**src/rtl/wallace_mul_sched.sv**
```systemverilog
// wallace_mul_sched: credit-gated round-robin scheduler that shares one fixed-latency multiplier
// among NREQ requesters. Define WALLACE_SCHED_PRIO0_EN to give requester 0 fixed top priority.
module wallace_mul_sched #(
  parameter int NREQ = 4,
  parameter int W    = 8,
  parameter int LAT  = 3
) (
  input  logic                   clk,
  input  logic                   rst_n,
  input  logic [NREQ-1:0]        req_valid,
  output logic [NREQ-1:0]        req_ready,
  input  logic [NREQ*W-1:0]      req_a,
  input  logic [NREQ*W-1:0]      req_b,
  output logic                   mul_valid,
  output logic [W-1:0]           mul_a,
  output logic [W-1:0]           mul_b,
  input  logic [2*W-1:0]         mul_p,
  output logic [NREQ-1:0]        rsp_valid,
  input  logic [NREQ-1:0]        rsp_ready,
  output logic [NREQ*2*W-1:0]    rsp_p
);
  localparam int TW = $clog2(NREQ);
  localparam int PW = 2 * W;

  logic [LAT-1:0]         pipe_vld_q, pipe_vld_d;
  logic [LAT-1:0][TW-1:0] pipe_tag_q, pipe_tag_d;
  logic [TW-1:0]          last_q, last_d;
  logic [NREQ-1:0]        rsp_valid_q, rsp_valid_d;
  logic [NREQ*PW-1:0]     rsp_p_q, rsp_p_d;

  logic [NREQ-1:0] in_flight;
  logic [NREQ-1:0] credit;
  logic [NREQ-1:0] eligible;
  logic            grant;
  logic [TW-1:0]   grant_idx;
  logic [TW-1:0]   cand;
  logic            cap_en;
  logic [TW-1:0]   cap_tag;

  // NOTE: every always_comb output is given a default before any branch, so no path can infer a latch.
  always_comb begin
    in_flight = '0;
    for (int s = 0; s < LAT; s++) begin
      for (int i = 0; i < NREQ; i++) begin
        if (pipe_vld_q[s] && pipe_tag_q[s] == TW'(i)) in_flight[i] = 1'b1;
      end
    end
  end

  // A requester may hold only one operation, from issue until its result is accepted.
  assign credit   = ~in_flight & ~rsp_valid_q;
  assign eligible = rst_n ? (req_valid & credit) : '0;

`ifdef WALLACE_SCHED_PRIO0_EN
  always_comb begin
    grant     = 1'b0;
    grant_idx = '0;
    cand      = '0;
    if (eligible[0]) begin
      grant = 1'b1;
    end else begin
      // Round-robin over 1..NREQ-1 only; last_q never holds 0 in this mode.
      for (int k = 1; k < NREQ; k++) begin
        cand = TW'(((int'(last_q) - 1 + k) % (NREQ - 1)) + 1);
        if (!grant && eligible[cand]) begin
          grant     = 1'b1;
          grant_idx = cand;
        end
      end
    end
  end

  assign last_d = (grant && grant_idx != '0) ? grant_idx : last_q;
`else
  always_comb begin
    grant     = 1'b0;
    grant_idx = '0;
    cand      = '0;
    for (int k = 1; k <= NREQ; k++) begin
      cand = TW'((int'(last_q) + k) % NREQ);
      if (!grant && eligible[cand]) begin
        grant     = 1'b1;
        grant_idx = cand;
      end
    end
  end

  assign last_d = grant ? grant_idx : last_q;
`endif

  always_comb begin
    req_ready = '0;
    mul_valid = grant;
    mul_a     = '0;
    mul_b     = '0;
    if (grant) begin
      req_ready[grant_idx] = 1'b1;
      mul_a = req_a[int'(grant_idx)*W +: W];
      mul_b = req_b[int'(grant_idx)*W +: W];
    end
  end

  assign cap_en  = pipe_vld_q[LAT-1];
  assign cap_tag = pipe_tag_q[LAT-1];

  always_comb begin
    pipe_vld_d[0] = grant;
    pipe_tag_d[0] = grant_idx;
    for (int s = 1; s < LAT; s++) begin
      pipe_vld_d[s] = pipe_vld_q[s-1];
      pipe_tag_d[s] = pipe_tag_q[s-1];
    end
    rsp_valid_d = rsp_valid_q;
    rsp_p_d     = rsp_p_q;
    for (int i = 0; i < NREQ; i++) begin
      if (rsp_valid_q[i] && rsp_ready[i]) rsp_valid_d[i] = 1'b0;
      if (cap_en && cap_tag == TW'(i)) begin
        rsp_valid_d[i]         = 1'b1;
        rsp_p_d[i*PW +: PW]    = mul_p;
      end
    end
  end

  // NOTE: state registers use non-blocking assignments so every flop samples pre-edge values.
  always_ff @(posedge clk or negedge rst_n) begin
    if (!rst_n) begin
      pipe_vld_q  <= '0;
      pipe_tag_q  <= '0;
      last_q      <= TW'(NREQ - 1);
      rsp_valid_q <= '0;
      // NOTE: result registers are architecturally visible, so they are reset, not left undefined.
      rsp_p_q     <= '0;
    end else begin
      pipe_vld_q  <= pipe_vld_d;
      pipe_tag_q  <= pipe_tag_d;
      last_q      <= last_d;
      rsp_valid_q <= rsp_valid_d;
      rsp_p_q     <= rsp_p_d;
    end
  end

  assign rsp_valid = rsp_valid_q;
  assign rsp_p     = rsp_p_q;

  // Credit gating makes a capture and an accept for the same requester impossible.
  a_no_cap_accept_clash: assert property (@(posedge clk) disable iff (!rst_n)
    !(cap_en && rsp_valid_q[cap_tag] && rsp_ready[cap_tag]));

endmodule

```
**config.mk**
```make
export PLATFORM = sky130hd
export DESIGN_NAME = wallace_mul_sched
export DESIGN_NICKNAME = d
export VERILOG_FILES = /design/src/rtl/wallace_mul_sched.sv
export SDC_FILE = /design/constraint.sdc
export NUM_CORES = 1
export LEC_CHECK = 0
export CORE_ASPECT_RATIO = 0.9
export CORE_UTILIZATION = 43
export CTS_CLUSTER_SIZE = 12
export DETAILED_ROUTE_END_ITERATION = 10
export GPL_TIMING_DRIVEN = 0
export HOLD_SLACK_MARGIN = 0.02
export PLACE_DENSITY = 0.85
export RECOVER_POWER = 100
export SYNTH_ARGS = -nofsm -noshare
export SYNTH_HDL_FRONTEND = slang
export SYNTH_SLANG_ARGS = --single-unit
```
**constraint.sdc**
```tcl
create_clock -name clk -period 5.9 [get_ports clk]
set_input_delay 0.885 -clock clk [delete_from_list [all_inputs] [get_ports clk]]
set_output_delay 0.885 -clock clk [all_outputs]
set_load 0.02 [all_outputs]
```
=== Word-level counts from Yosys, hierarchy flattened ===
Index checks and enable logic that the tools add are counted.

* Output and inout port bits: 89
* Input bits: 90
* Memory bits (read-only): 0
* Memories: 0
* Flip-flop bits (word level): 79
* Bits in writable memories: 0
* Latch bits: 0

* Shift-type cells: 2
* Order comparisons: 6
* Multiplexer cells: 42
* Multipliers: 0
* Eq/ne operators: 9
* Bitwise logic cells: 4
* Add/subtract/negate cells: 4
* Reductions and logical operators: 30
* Div/mod/pow operators: 0

{| class="wikitable"
|+ Operators by type and width
! kind !! number
|-
| 32-bit by 6-bit variable part select with 8-bit output || 2
|-
| 1-bit 2-to-1 mux || 29
|-
| 1-bit logical AND || 20
|-
| 8-bit 2-to-1 mux || 2
|-
| 2-bit by 3-bit less-than comparator with 1-bit output, second input constant || 5
|-
| 2-bit equality test, second input constant || 6
|-
| 4-bit bitwise AND || 2
|-
| 1-bit binary-select mux with 2-bit select || 4
|-
| 2-bit 2-to-1 mux || 4
|-
| 4-bit 2-to-1 mux || 2
|-
| 4-bit NOT || 2
|-
| 2-bit nonzero test || 4
|-
| 2-bit by 1-bit equality test with 1-bit output, second input constant || 3
|-
| 2-bit logical NOT || 3
|-
| 2-bit by 1-bit adder with 2-bit output, second input constant || 2
|-
| 2-bit adder, second input constant || 2
|-
| 1-bit logical NOT || 3
|-
| 1-bit demux with 2-bit select || 1
|-
| 2-bit by 1-bit greater-or-equal comparator with 1-bit output, second input constant || 1
|}

=== Logic depth before layout (Yosys ltp) ===
Gate-level depths: netlist of the first run.

* Word-level depth: 26
* Depth in mapped cells: 9
* Mapped depth without buffers: 7

=== Least setup slack after synthesis of the first run ===
Ideal clock, no wire load.

* Path type: input port to output port
* Start point: input rst_n
* End point: output mul_a[2]
* Setup slack: 2.498 ns
* Arrival: 2.517 ns
* Cell stages on the path: 7
* Path buffers: 1
* Path through: nand3b_1 -> nor4_4 -> nor2_1 -> a221o_1 -> buf_4 -> or2_4 -> o221ai_1

* Word-level cells in the longest chain between the ends: 15
* Elaborated cells between the ends (all ways): 25
* Classes of those cells: 1 x shift; 18 x mux; 6 x reduce/logical

{| class="wikitable"
|+ Ends and longest elaborated chain
! item !! line !! source
|-
| start, declared || 9 || <nowiki>input logic rst_n,</nowiki>
|-
| 4-bit 2-to-1 mux (*) || 52 || <nowiki>assign eligible = rst_n ? (req_valid & credit) : '0;</nowiki>
|-
| 1-bit binary-select mux with 2-bit select || 81 || <nowiki>if (!grant && eligible[cand]) begin</nowiki>
|-
| 1-bit 2-to-1 mux (implied by the code) || 81 ||
|-
| 1-bit 2-to-1 mux || 81 ||
|-
| 1-bit logical NOT || 81 ||
|-
| 1-bit logical AND || 81 ||
|-
| 1-bit 2-to-1 mux || 81 ||
|-
| 1-bit logical NOT || 81 ||
|-
| 1-bit logical AND || 81 ||
|-
| 1-bit 2-to-1 mux || 81 ||
|-
| 1-bit logical NOT || 81 ||
|-
| 1-bit logical AND || 81 ||
|-
| 2-bit 2-to-1 mux || 81 ||
|-
| 32-bit by 6-bit variable part select with 8-bit output || 98 || <nowiki>mul_a = req_a[int'(grant_idx)*W +: W];</nowiki>
|-
| 8-bit 2-to-1 mux (*) || 96 || <nowiki>if (grant) begin</nowiki>
|-
| end, declared || 15 || <nowiki>output logic [W-1:0] mul_a,</nowiki>
|}

Every way passes the cells marked *; elsewhere a longest branch is shown, timed or not. The select of a mux whose other input is x is not followed.

=== Final worst setup path of the first run ===
* Start point: input rst_n
* End point: output mul_a[0]

The elaborated chain is that of the path after synthesis.

==> impl_metrics.csv, run 1 <==
group,metric,value,unit
clocking,cts_hold_buf,0,
layout,nets,539,
run_status,status,"finished with violations",
die,io_pins,179,
clocking,clk_pin_slew,70,ps
power_and_ir_drop,p_per_area,591,nW/µm²
power_and_ir_drop,clkPwrFrac,11.5,%
worst_setup_path,r2r-start,"pipe_vld_q[2]",
logic_synthesis,syn_area,3540,µm²
grt,antenna_found_initial,0,
sta,setup_viol,0,
clocking,clock-root-buffer,"clkbuf_8",
route,drc_errors,12,
clocking,htreeDepth,3,
run,maxCapViolations,1,
layout,utilization,69.9,%
worst_setup_path,cp.required,5020,ps
grt,grt-ovfl-total,0,
worst_setup_path,crit_path_end_kind,"output pin",
min_path,hold_class,"register to register",
min_path,whs_endpoint,"pipe_vld_q[2]",
sta,tns,0,ps
power_and_ir_drop,seqPwrFrac,29.7,%
worst_setup_path,start_kind,"input port",
layout,insertedDiodeCount,0,
min_path,hold_start,"pipe_vld_q[1]",
worst_setup_path,r2r_cells,7,
power_and_ir_drop,internal_power,1960,µW
placement,dpl_cell_area,5460,µm²
grt,first_global_vias,2900,
power_and_ir_drop,swShare,40.9,%
power_and_ir_drop,p_switching,1360,µW
layout,fin_area,5620,µm²
clocking,clk_latency,340,ps
route,first_pass_iters,9,
die,die_w,97.7,µm
sta,tightest_slew,2190,ps
clocking,clock_sinks,79,
clocking,cts.repair.resized,0,
sta,rsz0062_at_grt,"no",
logic_synthesis,synth.avg_cell_area,13.7,µm²
sta,clock_skew,8.42,ps
die,core-area,8030,µm²
power_and_ir_drop,combPwrFrac,58.8,%
route,num_vias,2855,
clocking,postCtsSetupBuffers,0,
grt,grt_max_degree,44,
grt,grt_usage,22.7,%
placement,gp_congestion,0.736,
worst_setup_path,crit_fanout,43,
sta,fmax,191,MHz
logic_synthesis,netlist.area_leader.share,54.4,%
power_and_ir_drop,p_leak,0.00239,µW
logic_synthesis,ys_warn_count,0,
clocking,cts_tree,"built",
placement,port_buffers,178,
logic_synthesis,synthCells,259,
die,fp-row-count,31,
route,viasPerCell,5.17,
worst_setup_path,cp.arrival,4340,ps
min_path,hold_depth,0,
grt,grt_pass1_wl,14900,µm
sta,drv_slew,43,
worst_setup_path,path_class,"input port to output pin",
logic_synthesis,synth_seq_cells,79,
route,routed_wl,9830,µm
logic_synthesis,yosysTopAreaCell,"dfrtp_1",
logic_synthesis,synth_cell_types,34,
route,drtIter0Drc,98,
die,die_area,8600,µm²
layout,area_growth,58.6,%
logic_synthesis,synth_seq_area_share,55.9,%
route,ant_nets,0,
power_and_ir_drop,vdd_ir_drop_max,0.000385,V
worst_setup_path,r2r-end,"last_q[1]",
sta,fin_crit_sh,88.6,%
sta,hold_violations,0,
worst_setup_path,regToRegSetupSlack,3050,ps
sta,fin_hold_ws,459,ps
placement,detailed_place_hpwl,7500,µm
clocking,clock_path_buffers,2,
run_status,violations,"DRC, capacitance limit, slew limit",
die,start_util,44.1,%
sta,fin_crit,5230,ps
logic_synthesis,yosys-top-cells-area,"dfrtp_1 (54%), mux2_2 (20%), mux2i_1 (7.9%)",
sta,maxSlewHeadroom,-46.1,%
die,die_y,88.1,µm
logic_synthesis,synth_nets,349,
layout,drive_gt1_share,19.6,%
power_and_ir_drop,power,3320,µW
clocking,numCtsBuffers,9,
route,routedWlPerCell,17.8,µm
==> Yosys cell counts (all sizes together) <==
master,number
a21boi,1
a21o,2
a221o,1
and2,2
and3b,3
buf,6
clkbuf,5
dfrtp,77
dfstp,2
inv,11
mux2,64
mux2i,28
nand2,6
nand2b,1
nand3,7
nand3b,5
nand4,1
nand4b,1
nor2,3
nor2b,1
nor3b,4
nor4,2
o2111ai,2
o21ai,3
o221ai,4
o22ai,14
o31ai,1
or2,2
==> cell type report <==
class                           instances  area, µm²
Buffer                                 11       61.3
Multi-Input combinational cell        158       1440
Sequential cell                        79       1980
Clock buffer                            9        124
Timing Repair Buffer                  179       1780
Fill cell                             594       2410
Tap cell                               99        124
Clock inverter                          6       62.6
Inverter                               11       41.3
==> metal layers <==
layer  GRT usage, %  routed length [µm]  vias to the layer above
met5              0                   0                        -
met4           6.89                  96                        0
met3           7.42                 665                       10
met2           36.8                4940                      101
met1           29.5                4130                     1417
li1               -                   -                     1327
==> through the flow <==
stage / std cells / setup WS, ps
after global routing: 552 / 459
after floorplan: 259 / 2500
after global placement: 536 / -1650
after CTS: 552 / 1110
after detailed placement: 537 / 1130
final: 552 / 674
==> power by group through the flow <==
stage               Combinational (µW)  Clock [µW]  Sequential [µW]
finish                            1950         380              986
global route                      2060         413             1030
CTS                               2100         392              999
detailed placement                2090           0             1010
global placement                  2050           0              988
floorplan                          867           0             1280
==> layout by cell type (no fill, tap or decap), types with 3 or more instances in the layout <==
cell type,count
and3b_1,3
clkbuf_1,8
clkbuf_8,9
clkdlybuf4s50_1,83
clkinvlp_4,3
dfrtp_1,77
dlygate4sd3_1,94
inv_1,11
mux2_2,64
mux2i_1,28
nand2_1,6
nand3_1,7
nand3b_1,5
nor2_1,3
nor3b_1,4
o21ai_0,3
o221ai_1,4
o22ai_1,14
==> critical path: stages <==
cell           delay (ps)
buf_4                 420
nand3b_1              140
nor4_1                560
a21boi_0              270
o31ai_4               480
nand2_1               300
buf_2                 280
o22ai_1               260
dlygate4sd3_1         720
==> how the worst max path moves through the flow <==
stage / from / to / slack, ps / cells after the start
detailed placement: rst_n / mul_a[0] / 1130 / 9
global placement: rst_n / mul_a[0] / -1650 / 9
global route: rst_n / mul_a[0] / 460 / 9
floorplan: rst_n / mul_a[2] / 2500 / 7
CTS: rst_n / mul_a[0] / 1110 / 9
finish: rst_n / mul_a[0] / 670 / 9
==> sequential cells by signal, summed over array words and instances (netlist names) <==
| name | cells |
|---|---|
| pipe_vld_q | 3 |
| cap_tag | 2 |
| rsp_valid | 4 |
| last_q | 2 |
| rsp_p | 64 |
| pipe_tag_d | 4 |
==> cells by family after synthesis <==
logic type      after synthesis  synth area share, %
compound gates               28                 5.90
mux                          92                 28.3
simple gates                 38                 7.00
buf+inv                      22                 2.93
flops                        79                 55.9
Note: power is estimated with default switching activity, not from simulation.
==> inputs of run 2 (changes only) <==
--- a/config.mk
+++ b/config.mk
@@ -5,6 +5,7 @@
 export SDC_FILE = /design/constraint.sdc
 export NUM_CORES = 1
 export LEC_CHECK = 0
+export ABC_CLOCK_PERIOD_IN_PS = 5900
 export CORE_ASPECT_RATIO = 0.9
 export CORE_UTILIZATION = 43
 export CTS_CLUSTER_SIZE = 12
==> results of run 2 <==
Same layout as run 1: the final DEF is identical, and so are final timing and power.
==> inputs of run 3 (changes only) <==
--- a/config.mk
+++ b/config.mk
@@ -14,6 +14,7 @@
 export HOLD_SLACK_MARGIN = 0.02
 export PLACE_DENSITY = 0.85
 export RECOVER_POWER = 100
+export REMOVE_ABC_BUFFERS = 1
 export SYNTH_ARGS = -nofsm -noshare
 export SYNTH_HDL_FRONTEND = slang
 export SYNTH_SLANG_ARGS = --single-unit
==> impl_metrics.csv, run 3 (synthesis results as in run 1) <==
group,metric,value,unit
run_status,status,"finished with violations",
run_status,violations,"DRC, capacitance limit, slew limit",
grt,antenna_found_initial,0,
sta,fmax,186,MHz
min_path,hold_depth,0,
die,die_y,88.1,µm
clocking,clock_sinks,79,
clocking,htreeDepth,3,
layout,insertedDiodeCount,0,
sta,drv_slew,11,
route,viasPerCell,5.21,
die,die_w,97.7,µm
sta,hold_violations,0,
sta,rsz0062_at_grt,"no",
sta,setup_viol,0,
clocking,cts.repair.resized,0,
route,num_vias,2834,
placement,place_ws,639,ps
min_path,hold_class,"register to register",
route,ant_nets,0,
route,drc_errors,14,
power_and_ir_drop,p_leak,0.00236,µW
die,die_area,8600,µm²
sta,fin_hold_ws,449,ps
die,io_pins,179,
sta,maxSlewHeadroom,-8.47,%
layout,nets,530,
route,first_pass_iters,7,
route,routed_wl,9340,µm
layout,drive_gt1_share,20.0,%
clocking,clock-root-buffer,"clkbuf_8",
min_path,hold_start,"pipe_vld_q[0]",
worst_setup_path,crit_slowest_cell,"nor3b_1",
worst_setup_path,critPathLaunch,"cap_tag[1]",
worst_setup_path,crit_chain,"nor3b_1, clkbuf_1, nor4_4, a21boi_1, o31ai_4, or2_4, o221ai_1, clkdlybuf4s50_1",
sta,fin_crit_sh,91.3,%
layout,largest_reg_flops,64,
worst_setup_path,crit_fanout,17,
layout,final_common_cell,"clkdlybuf4s50_1",
sta,layout_setup_ws,513,ps
worst_setup_path,crit_path_end_kind,"output pin",
clocking,cts_tree,"built",
worst_setup_path,r2r-start,"cap_tag[1]",
min_path,whs_endpoint,"pipe_vld_q[1]",
layout,area_growth,59.1,%
placement,detailed_place_hpwl,6810,µm
sta,clock_skew,7.66,ps
die,fp-row-count,31,
grt,grt_max_degree,49,
route,routedWlPerCell,17.2,µm
clocking,clock_path_buffers,2,
clocking,cts_hold_buf,0,
grt,grt-ovfl-total,0,
placement,port_buffers,178,
placement,gp_congestion,0.730,
layout,utilization,70.2,%
layout,final_cells,544,
power_and_ir_drop,vdd_ir_drop_max,0.000320,V
grt,grt_usage,21.6,%
clocking,clk_pin_slew,70,ps
grt,grt_pass1_wl,14300,µm
clocking,numCtsBuffers,9,
layout,final_cell_mix,"clkdlybuf4s50_1 (103), dfrtp_1 (77), dlygate4sd3_1 (74)",
worst_setup_path,regToRegSetupSlack,2600,ps
clocking,clk_latency,340,ps
worst_setup_path,r2r-end,"pipe_tag_d[3]",
power_and_ir_drop,p_per_area,593,nW/µm²
die,core-area,8030,µm²
worst_setup_path,slowest_delay,1290,ps
sta,tns,0,ps
worst_setup_path,cp.required,5020,ps
worst_setup_path,r2r_cells,6,
worst_setup_path,cp.arrival,4500,ps
clocking,postCtsSetupBuffers,0,
sta,fin_crit,5390,ps
placement,dp_cells,528,
worst_setup_path,start_kind,"register",
grt,first_global_vias,2868,
die,start_util,44.1,%
run,maxCapViolations,1,
worst_setup_path,path_class,"register to output pin",
route,drtIter0Drc,75,
sta,tightest_slew,1620,ps
run 3: cell types whose count changed in the layout (fill, tap and decap cells not counted), moves of 2 or more:
cell | before | now
buf_6 | 2 | 0
clkdlybuf4s50_1 | 83 | 103
clkbuf_1 | 8 | 2
dlygate4sd3_1 | 94 | 74
run 3: power breakdown:
| group | internal [µW] | switching, µW |
|---|---|---|
| combinational | 963 | 1000 |
| clock | 206 | 188 |
| sequential | 825 | 158 |
run 3: worst max-delay path by stage:
stage,slack [ps],to,cells after the start
after floorplan,920,mul_b[1],6
after global placement,-2260,mul_b[3],8
after detailed placement,640,mul_b[3],9
after CTS,560,mul_a[2],7
after global routing,150,mul_a[5],8
final,510,mul_a[2],8
run 3: metrics by stage:
stage	total power (µW)	area, µm²
4_1_cts	3490	5650
3_3_place_gp	3010	5380
2_1_floorplan	2110	3480
6_report	3340	5630
5_1_grt	3530	5630
3_5_place_dp	3080	5450
run 3: layer usage:
metal | routed length (µm) | share of wire [%] | GRT usage (%)
met5 | 0 | 0 | 0
met4 | 78 | 0.84 | 4.55
met3 | 507 | 5.4 | 7.18
met2 | 4670 | 50 | 36.1
met1 | 4080 | 44 | 27.8
run 3: critical path, delay by kind of cell, from the launching register on:
family                 cells  cell delay (ps)
AO/OA/AOI/OAI              3              730
buffers and inverters      2             1280
flip-flops                 1              410
AND/OR/NAND/NOR            3             1760
run 3: final cells by class:
| cell class | instances | area (µm²) |
|---|---|---|
| fill | 610 | 2400 |
| sequential | 79 | 1980 |
| timing repair buffer | 181 | 1830 |
| multi-input combinational | 158 | 1460 |
| clock buffer | 11 | 141 |
| tap | 99 | 124 |
| clock inverter | 5 | 57.6 |
| inverter | 11 | 41.3 |
